==> src/rtl/mem_bus_arbiter_pkg.sv <==
`default_nettype none
// ============================================================================
//  Module   : mem_arb_pkg
//  Purpose  : Shared types and defaults for the main-RAM bus arbiter:
//             FSM state encoding, default bus geometry and an index-width
//             helper used to size requester pointers.
//  Ports    : (package, none)
//  Revision : 1.0  initial release
// ============================================================================
package mem_arb_pkg;

  localparam int DEF_N_REQ    = 3;
  localparam int DEF_ADDR_W   = 16;
  localparam int DEF_DATA_W   = 16;
  localparam int DEF_MAX_HOLD = 8;

  typedef enum logic [1:0] {
    IDLE   = 2'd0,
    ACCESS = 2'd1,
    RESP   = 2'd2
  } arb_state_t;

  // Width needed to index n items; a single item still gets one bit so the
  // pointer and owner registers never collapse to zero width.
  function automatic int idx_w(input int n);
    return (n > 1) ? $clog2(n) : 1;
  endfunction

endpackage
`default_nettype wire

==> src/rtl/mem_bus_arbiter_if.sv <==
`default_nettype none
// ============================================================================
//  Module   : mem_bus_arbiter_if
//  Purpose  : Bundle of requester-side and RAM-side signals of the arbiter.
//  Ports    : master - requesters + RAM model (drive req/lock/we/addr/wdata
//                      and mem_rdata, observe gnt/ack/rdata and mem_*)
//             slave  - the arbiter itself (mirror image)
//  Revision : 1.0  initial release
// ============================================================================
interface mem_bus_arbiter_if
  import mem_arb_pkg::*;
#(
  parameter int N_REQ  = DEF_N_REQ,
  parameter int ADDR_W = DEF_ADDR_W,
  parameter int DATA_W = DEF_DATA_W
);

  logic [N_REQ-1:0]        req;
  logic [N_REQ-1:0]        lock;
  logic [N_REQ-1:0]        we;
  logic [N_REQ*ADDR_W-1:0] addr;
  logic [N_REQ*DATA_W-1:0] wdata;
  logic [N_REQ-1:0]        gnt;
  logic [N_REQ-1:0]        ack;
  logic [DATA_W-1:0]       rdata;
  logic                    mem_en;
  logic                    mem_we;
  logic [ADDR_W-1:0]       mem_addr;
  logic [DATA_W-1:0]       mem_wdata;
  logic [DATA_W-1:0]       mem_rdata;

  modport master (
    output req, lock, we, addr, wdata, mem_rdata,
    input  gnt, ack, rdata, mem_en, mem_we, mem_addr, mem_wdata
  );

  modport slave (
    input  req, lock, we, addr, wdata, mem_rdata,
    output gnt, ack, rdata, mem_en, mem_we, mem_addr, mem_wdata
  );

endinterface
`default_nettype wire

==> src/rtl/mem_bus_arbiter_rr_pick.sv <==
`default_nettype none
// ============================================================================
//  Module   : rr_pick
//  Purpose  : Combinational round-robin picker. Finds the first set request
//             at or after the pointer, wrapping past the top index.
//  Ports    : i_req   - request vector
//             i_ptr   - starting index (highest priority)
//             o_valid - any request set
//             o_index - chosen requester
//  Revision : 1.0  initial release
// ============================================================================
module rr_pick #(
  parameter int N  = 3,
  parameter int IW = 2
) (
  input  logic [N-1:0]  i_req,
  input  logic [IW-1:0] i_ptr,
  output logic          o_valid,
  output logic [IW-1:0] o_index
);

  int w_j;

  // Scan offsets from the farthest back to the nearest; the last hit
  // written is the one closest to the pointer, i.e. the winner.
  always_comb begin
    o_valid = 1'b0;
    o_index = '0;
    w_j     = 0;
    for (int k = N - 1; k >= 0; k--) begin
      w_j = int'(i_ptr) + k;
      if (w_j >= N) w_j = w_j - N;
      if (i_req[w_j]) begin
        o_valid = 1'b1;
        o_index = IW'(w_j);
      end
    end
  end

endmodule
`default_nettype wire

==> src/rtl/mem_bus_arbiter.sv <==
`default_nettype none
// ============================================================================
//  Module   : mem_bus_arbiter
//  Purpose  : Round-robin arbiter sharing one synchronous RAM between
//             N_REQ requesters (0 = CPU), with a bounded burst lock.
//             Each access is ACCESS (strobe RAM) then RESP (ack + data).
//  Ports    : clk - system clock
//             r   - synchronous active-high reset
//             bus - requester / RAM bundle (slave side)
//  Revision : 1.0  initial release
// ============================================================================
module mem_bus_arbiter
  import mem_arb_pkg::*;
#(
  parameter int N_REQ    = DEF_N_REQ,
  parameter int ADDR_W   = DEF_ADDR_W,
  parameter int DATA_W   = DEF_DATA_W,
  parameter int MAX_HOLD = DEF_MAX_HOLD
) (
  input  logic               clk,
  input  logic               r,
  mem_bus_arbiter_if.slave   bus
);

  localparam int IW = idx_w(N_REQ);
  localparam int HW = idx_w(MAX_HOLD);
  localparam logic [HW-1:0] C_HOLD_LAST = HW'(MAX_HOLD - 1);
  localparam logic [IW-1:0] C_LAST_REQ  = IW'(N_REQ - 1);

  arb_state_t        r_state, w_state_nxt;
  logic [IW-1:0]     r_owner, w_owner_nxt;
  logic [IW-1:0]     r_ptr,   w_ptr_nxt;
  logic [HW-1:0]     r_hold_cnt, w_hold_nxt;
  logic              r_wr;

  logic              w_pick_valid;
  logic [IW-1:0]     w_pick_idx;
  logic [N_REQ-1:0]  w_owner_oh;

  logic [ADDR_W-1:0] w_addr_arr  [N_REQ];
  logic [DATA_W-1:0] w_wdata_arr [N_REQ];

  for (genvar g = 0; g < N_REQ; g++) begin : g_unpack
    assign w_addr_arr[g]  = bus.addr[g*ADDR_W +: ADDR_W];
    assign w_wdata_arr[g] = bus.wdata[g*DATA_W +: DATA_W];
  end

  rr_pick #(
    .N  (N_REQ),
    .IW (IW)
  ) u_pick (
    .i_req   (bus.req),
    .i_ptr   (r_ptr),
    .o_valid (w_pick_valid),
    .o_index (w_pick_idx)
  );

  // State register
  always_ff @(posedge clk) begin
    if (r) begin
      r_state    <= IDLE;
      r_owner    <= '0;
      r_ptr      <= '0;
      r_hold_cnt <= '0;
      r_wr       <= 1'b0;
    end else begin
      r_state    <= w_state_nxt;
      r_owner    <= w_owner_nxt;
      r_ptr      <= w_ptr_nxt;
      r_hold_cnt <= w_hold_nxt;
      // Remember the direction of the access in flight so RESP can gate
      // rdata even if the requester has already moved on.
      if (r_state == ACCESS) r_wr <= bus.we[r_owner];
    end
  end

  // Next-state logic
  always_comb begin
    w_state_nxt = r_state;
    w_owner_nxt = r_owner;
    w_ptr_nxt   = r_ptr;
    w_hold_nxt  = r_hold_cnt;
    case (r_state)
      IDLE: begin
        if (w_pick_valid) begin
          w_owner_nxt = w_pick_idx;
          w_state_nxt = ACCESS;
        end
      end
      ACCESS: w_state_nxt = RESP;
      RESP: begin
        // hold_cnt counts extra accesses beyond the first in this tenure.
        if (bus.lock[r_owner] && bus.req[r_owner] &&
            (r_hold_cnt < C_HOLD_LAST)) begin
          w_hold_nxt  = r_hold_cnt + HW'(1);
          w_state_nxt = ACCESS;
        end else begin
          w_hold_nxt  = '0;
          w_ptr_nxt   = (r_owner == C_LAST_REQ) ? '0 : r_owner + IW'(1);
          w_state_nxt = IDLE;
        end
      end
      default: w_state_nxt = IDLE;
    endcase
  end

  assign w_owner_oh = N_REQ'(1) << r_owner;

  // Output decode
  always_comb begin
    bus.gnt       = '0;
    bus.ack       = '0;
    bus.rdata     = '0;
    bus.mem_en    = 1'b0;
    bus.mem_we    = 1'b0;
    bus.mem_addr  = '0;
    bus.mem_wdata = '0;
    case (r_state)
      ACCESS: begin
        bus.gnt       = w_owner_oh;
        bus.mem_en    = 1'b1;
        bus.mem_we    = bus.we[r_owner];
        bus.mem_addr  = w_addr_arr[r_owner];
        bus.mem_wdata = w_wdata_arr[r_owner];
      end
      RESP: begin
        bus.gnt = w_owner_oh;
        bus.ack = w_owner_oh;
        if (!r_wr) bus.rdata = bus.mem_rdata;
      end
      default: ;
    endcase
  end

endmodule
`default_nettype wire
==> src/flat_wrapper.sv <==
// flat-port wrapper written by rule: the top's interface ports become plain ports
module mem_bus_arbiter_flat import mem_arb_pkg::*;
#(
  parameter int N_REQ    = DEF_N_REQ,
  parameter int ADDR_W   = DEF_ADDR_W,
  parameter int DATA_W   = DEF_DATA_W,
  parameter int MAX_HOLD = DEF_MAX_HOLD
)
  (clk, r, bus_req, bus_lock, bus_we, bus_addr, bus_wdata, bus_mem_rdata, bus_gnt, bus_ack, bus_rdata, bus_mem_en, bus_mem_we, bus_mem_addr, bus_mem_wdata);
  mem_bus_arbiter_if #(.N_REQ(N_REQ), .ADDR_W(ADDR_W), .DATA_W(DATA_W)) bus_i ();
  input  logic clk;
  input  logic r;
  input wire logic [$bits(bus_i.req)-1:0] bus_req;
  input wire logic [$bits(bus_i.lock)-1:0] bus_lock;
  input wire logic [$bits(bus_i.we)-1:0] bus_we;
  input wire logic [$bits(bus_i.addr)-1:0] bus_addr;
  input wire logic [$bits(bus_i.wdata)-1:0] bus_wdata;
  input wire logic [$bits(bus_i.mem_rdata)-1:0] bus_mem_rdata;
  output wire logic [$bits(bus_i.gnt)-1:0] bus_gnt;
  output wire logic [$bits(bus_i.ack)-1:0] bus_ack;
  output wire logic [$bits(bus_i.rdata)-1:0] bus_rdata;
  output wire logic [$bits(bus_i.mem_en)-1:0] bus_mem_en;
  output wire logic [$bits(bus_i.mem_we)-1:0] bus_mem_we;
  output wire logic [$bits(bus_i.mem_addr)-1:0] bus_mem_addr;
  output wire logic [$bits(bus_i.mem_wdata)-1:0] bus_mem_wdata;
  assign bus_i.req = bus_req;
  assign bus_i.lock = bus_lock;
  assign bus_i.we = bus_we;
  assign bus_i.addr = bus_addr;
  assign bus_i.wdata = bus_wdata;
  assign bus_i.mem_rdata = bus_mem_rdata;
  assign bus_gnt = bus_i.gnt;
  assign bus_ack = bus_i.ack;
  assign bus_rdata = bus_i.rdata;
  assign bus_mem_en = bus_i.mem_en;
  assign bus_mem_we = bus_i.mem_we;
  assign bus_mem_addr = bus_i.mem_addr;
  assign bus_mem_wdata = bus_i.mem_wdata;
  mem_bus_arbiter #(.N_REQ(N_REQ), .ADDR_W(ADDR_W), .DATA_W(DATA_W), .MAX_HOLD(MAX_HOLD)) u_core (.clk(clk), .r(r), .bus(bus_i));
endmodule
==> config.mk <==
export PLATFORM = sky130hd
export DESIGN_NAME = mem_bus_arbiter_flat
export DESIGN_NICKNAME = d
export VERILOG_FILES = /design/src/rtl/mem_bus_arbiter_pkg.sv /design/src/rtl/mem_bus_arbiter_if.sv /design/src/rtl/mem_bus_arbiter_rr_pick.sv /design/src/rtl/mem_bus_arbiter.sv /design/src/flat_wrapper.sv
export SDC_FILE = /design/constraint.sdc
export NUM_CORES = 1
export LEC_CHECK = 0
export CORE_ASPECT_RATIO = 1.25
export CORE_UTILIZATION = 33
export CTS_BUF_LIST = sky130_fd_sc_hd__clkbuf_2 sky130_fd_sc_hd__clkbuf_4 sky130_fd_sc_hd__clkbuf_8
export DETAILED_ROUTE_END_ITERATION = 8
export GPL_TIMING_DRIVEN = 0
export PLACE_DENSITY = 0.95
export REMOVE_ABC_BUFFERS = 1
export SYNTH_ARGS = -nofsm -noshare
export SYNTH_HDL_FRONTEND = slang
export SYNTH_SLANG_ARGS = --single-unit
==> constraint.sdc <==
create_clock -name clk -period 3.4 [get_ports clk]
set_clock_uncertainty 0.2 [all_clocks]
set_input_delay 0.68 -clock clk [delete_from_list [all_inputs] [get_ports clk]]
set_output_delay 0.68 -clock clk [all_outputs]
set_load 0.005 [all_outputs]
## Word-level counts from Yosys, hierarchy flattened

Cells that the tools add are included.

| storage, ports and cells | value |
|---|---|
| word-level logic and storage cells | 77 |
| output and inout bits | 56 |
| input bits | 123 |
| register bits after elaboration | 10 |

| operators by class | value |
|---|---|
| add/subtract/negate cells | 7 |
| $lt $le $gt $ge | 9 |
| bitwise gates (word level) | 2 |
| eq/ne operators | 4 |
| shifts and indexed selects | 1 |
| reductions and logical operators | 6 |
| multiplexer cells | 43 |

Operators by type and width:

| kind | number |
|---|---|
| $mux 16 | 8 |
| $lt 32x4->1 const B | 3 |
| $mux 32 | 3 |
| $bmux 16 s2 | 2 |
| $ge 32x3->1 const B | 1 |
| $sub 32x3->32 const B | 1 |
| $mux 1 | 15 |
| $bmux 1 s2 | 6 |
| $mux 2 | 5 |
| $mux 3 | 3 |
| $pmux 2 s3 | 1 |
| $eq 2x2->1 const B | 2 |
| $reduce_and 2->1 | 2 |
| $sub 3x2->4 const B | 1 |
| $add 2x1->3 const B | 1 |
| $add 2x2->3 const B | 1 |
| $add 3x1->3 const B | 1 |
| $ge 3x2->1 const B | 1 |
| $ge 3x3->1 const B | 1 |
| $lt 2x3->1 const B | 1 |
| $lt 3x3->1 const B | 1 |
| $not 2->3 | 1 |
| $shl 1x2->3 const A | 1 |
| $sub 2x2->3 const B | 1 |
| 8 further kinds | 9 |

## Logic depth before layout (Yosys ltp)

| logic depth | value |
|---|---|
| depth after elaboration | 11 |
| mapped depth | 8 |
| depth with buffers taken out | 7 |

## Cells and area by module

From an unflattened synthesis, not the netlist that was laid out.

| second synthesis, totals | value |
|---|---|
| cells, all modules | 260 |
| area total of the unflattened synthesis | 1825.5 um2 |

Modules (own cells, without submodules):

| module | area an instance (um2) | seq. area each (um2) | cells each | instances |
|---|---|---|---|---|
| mem_bus_arbiter | 1634.1 | 200.2 | 233 | 1 |
| rr_pick | 191.4 | 0.0 | 27 | 1 |

## Least setup slack after synthesis

OpenSTA, ideal clock, no wires.

| timing | value |
|---|---|
| path type | reg2out |
| start | register u_core.r_state[0] |
| end | output port bus_rdata[10] |
| buffers on the path | 1 |
| data arrival time | 1338 ps |
| required time | 2520 ps |
| stages on the path, launching flop included | 7 |
| setup slack | 1182 ps |
| cell sequence | dfxtp_1 -> inv_1 -> ha_1 -> inv_1 -> nor2_1 -> clkbuf_1 -> and2_1 |

| on the way | value |
|---|---|
| longest elaborated chain between the ends | 2 |

RTL lines:

| item | line | RTL |
|---|---|---|
| start: declaration | mem_bus_arbiter.sv:30 | `arb_state_t r_state, w_state_nxt;` |
| start signal: assignment | mem_bus_arbiter.sv:67 | `r_state <= w_state_nxt;` |
| $eq 2x2->1 | mem_bus_arbiter.sv:118 | `case (r_state)` |
| $mux 16 | mem_bus_arbiter.sv:118 |  |
| end: declaration | flat_wrapper.sv:21 | `output wire logic [$bits(bus_i.rdata)-1:0] bus_rdata;` |

No other way between the ends.

## Worst setup path after layout

| timing | value |
|---|---|
| start | register u_core.r_owner[1] |
| end | output port bus_mem_addr[3] |

| on the way | value |
|---|---|
| longest elaborated chain between the ends | 5 |

RTL lines:

| item | line | RTL |
|---|---|---|
| start: declaration | mem_bus_arbiter.sv:31 | `logic [IW-1:0] r_owner, w_owner_nxt;` |
| start signal: assignment | mem_bus_arbiter.sv:68 | `r_owner <= w_owner_nxt;` |
| $not 2->3 (implied by the code) | mem_bus_arbiter.sv:123 | `bus.mem_addr = w_addr_arr[r_owner];` |
| $bmux 16 s2 | mem_bus_arbiter.sv:123 |  |
| $mux 16 (implied by the code) (2 in a row) | mem_bus_arbiter.sv:123 |  |
| $mux 16 | mem_bus_arbiter.sv:118 |  |
| end: declaration | flat_wrapper.sv:24 | `output wire logic [$bits(bus_i.mem_addr)-1:0] bus_mem_addr;` |

No other way between the ends. The select of a mux whose other input is x is not followed.

==> flow_summary_export.csv <==
group,metric,value,unit
critical_path,critPathTopFamily,"flip-flops",
power,p_sw,0.3309,mW
critical_path,crit_fanout,24,
grt,track_usage,0.2513,
power,pwr_density_cell,264.3,mW/mm²
synth,ys_ff_latch,10,
cts,h-tree-depth,1,
synth,synth_edf_count,0,
floorplan,num_io_pins,179,
placement,placed_cell_area,0.003598,mm²
cts,numCtsBuffers,3,
worst_hold_path,min_path_cells,2,
power,p_leak,1.325,nW
sta,worst_slew_pin_slew,728.1,ps
power,power_frac_seq,0.170,
cts,tritoncts,"built",
sta,maxSlewHeadroom,0.5146,
grt,grt_pass1_vias,2410,
sta,min_period,3167,ps
synth,yosysWarnings,0,
grt,antenna_found_initial,0,
placement,place_ws,-502.3,ps
synth,synth_common_cells,"52 x and2_1, 41 x mux2i_1, 41 x nand2_1, 35 x o21ai_0",
synth,yosysTopAreaCellShare,0.2271,
grt,grt_overflow,0,
layout,antenna_cells,0,
layout,final_cells,483,
sta,worst_slack,232.6,ps
floorplan,die_height,84.73,µm
synth,yosysSeqAreaShare,0.1108,
critical_path,path_depth,5,
synth,syn_area,0.001807,mm²
sta,drv_slew,0,
cts,clkSlewWorstSetupHoldPaths,50,ps
critical_path,slowest_stage,"dfxtp_2",
synth,synthArstFlopShare,0,
floorplan,start_util,0.3482,
layout,fin_area,0.003676,mm²
placement,portBuffers,178,
routing,wl_per_cell,15.70,µm
floorplan,num_rows,29,
floorplan,die-width,68.18,µm
layout,area_growth,103.5,%
power,ir_drop,0.3472,mV
synth,synthTopCellsByArea,"mux2i_1 23%, and2_1 18%, dfxtp_1 11%, o21ai_0 9.7%, nand2_1 8.5%",
cts,cts-root-buf,"clkbuf_8",
layout,post-route-util,0.7085,
critical_path,critical_path_class,"reg -> out",
outcome,status,"complete, no violations",
grt,grt_pass1_wl,11160,µm
routing,dr.pass1.iters,4,
run,cap_violations,0,
critical_path,worstPathRequired,2520,ps
routing,drt-vias-per-instance,5.039,
routing,drtIter0Drc,74,
sta,fin_crit_sh,0.9316,
worst_hold_path,hp-class,"reg -> reg",
critical_path,crit_path_end_kind,"primary output",
cts,clock_path_buffers,2,
layout,fin_nets,554,
power,p_int,0.6407,mW
layout,layout-drive-gt1-share,0.04276,
placement,globalplace.congestion,0.7776,
synth,yosysMostFrequentCell,"and2_1",
critical_path,r2r_cells,5,
critical_path,critical_path.max_stage_delay,800,ps
power,swShare,0.3406,
routing,final_antenna_net_count,0,
placement,dp.final_hpwl,5993,µm
sta,rsz0062_at_grt,"no",
grt,grt_max_degree,44,
routing,vias,2434,
critical_path,crit_buf_inv,2,
synth,synthCells,256,
power,pwr-share-clk,0.157,
routing,drt-total-wl,7583,µm
cts,numClockSinks,10,
critical_path,crit_chain,"buf_12 > mux2i_1 > o21ai_0 > and2_1 > clkdlybuf4s50_1",
sta,setup_viol,0,
sta,max_freq,315.7,MHz
synth,avgSynthCellArea,7.058,µm²
synth,ys_types,34,
synth,yosysTopAreaCell,"mux2i_1",
floorplan,core_area,0.005189,mm²
placement,dpl.cell_count,478,
power,design_power_total,0.9717,mW
power,power_frac_comb,0.673,
sta,hold_viol_final,0,
cts,clk-insertion-delay-late,240,ps
cts,cts_hold_buffers,0,
synth,synth_ff_type,"dfxtp_1",
critical_path,startpoint_type,"flip-flop",
floorplan,die-area,0.005777,mm²
routing,drc,0,
critical_path,crit_arrival,2290,ps
[sequential cells by signal (all words and copies together) (netlist names)]
register	count
u_core.r_hold_cnt	3
u_core.r_owner	2
u_core.r_ptr	2
u_core.r_state	2
u_core.r_wr	1
[power by group through the flow]
| stage | clock network (mW) | registers, mW | logic (mW) |
|---|---|---|---|
| after global routing | 0.160 | 0.169 | 0.714 |
| final | 0.152 | 0.166 | 0.654 |
| after CTS | 0.153 | 0.165 | 0.659 |
| after detailed placement | 0 | 0.165 | 0.648 |
| after global placement | 0 | 0.172 | 0.622 |
| after floorplan | 0 | 0.159 | 0.258 |
[repair_timing]
| action | CTS | global route |
|---|---|---|
| gates resized for setup | 3 | 2 |
| buffers inserted | 0 | 0 |
| cloned | 1 | 0 |
| setup endpoints to repair | 35 | 18 |
[placed cells by master, fill, tap and decap left out, types with 4 or more instances in the layout]
cell and count:
clkbuf_8 4, inv_1 10, nor2_1 8, dfxtp_1 8
o21ai_0 35, nand2_1 41, mux2i_1 41, clkdlybuf4s50_1 178
and2_1 52, ha_1 8
[area by class of cell]
| class | instances | area [µm²] |
|---|---|---|
| Timing Repair Buffer | 179 | 1802 |
| Fill cell | 415 | 1513 |
| Multi-Input combinational cell | 218 | 1499 |
| Sequential cell | 10 | 205.2 |
| Tap cell | 62 | 77.57 |
| Clock buffer | 4 | 55.05 |
| Inverter | 10 | 37.54 |
[cells by family after synthesis]
group,count (synthesis),share of synthesized area
AND/OR/NAND/NOR,114,0.3324
multiplexers,41,0.2271
adder cells (fa/ha/maj),9,0.06233
flip-flops,10,0.1108
AO/OA/AOI/OAI,52,0.1884
buffers and inverters,29,0.07410
XOR/XNOR,1,0.004849
[path summary, 6_finish.rpt]
path | endpoint | startpoint | slack [ps]
worst min register to register | u_core.r_wr | u_core.r_wr | 320
worst min-delay path | u_core.r_wr | u_core.r_wr | 320
worst max register to register | u_core.r_ptr[0] | u_core.r_owner[0] | 1100
worst max-delay path | bus_mem_addr[3] | u_core.r_owner[1] | 230
[routing by layer]
| layer | track usage | routed length [µm] | up-vias |
|---|---|---|---|
| met1 | 0.2307 | 2606 | 1103 |
| met4 | 0.09091 | 218 | 0 |
| met5 | 0 | 0 | - |
| met3 | 0.05163 | 626 | 21 |
| li1 | - | - | 1201 |
| met2 | 0.5036 | 4131 | 109 |
[worst reg2reg max path: stages, from the launching register on]
cell	delay, ps
dfxtp_4	600
nor2b_4	540
a2bb2oi_1	230
o31ai_4	310
mux2i_1	240
nor2_1	50
[stage by stage]
step                TNS [ps]  hold slack, ps
floorplan              -7641           261.1
global placement      -74740           284.6
detailed placement    -14950           287.5
CTS                        0           299.6
global route               0           361.3
finish                     0           324.1
Note: power is estimated with default switching activity, not from simulation.
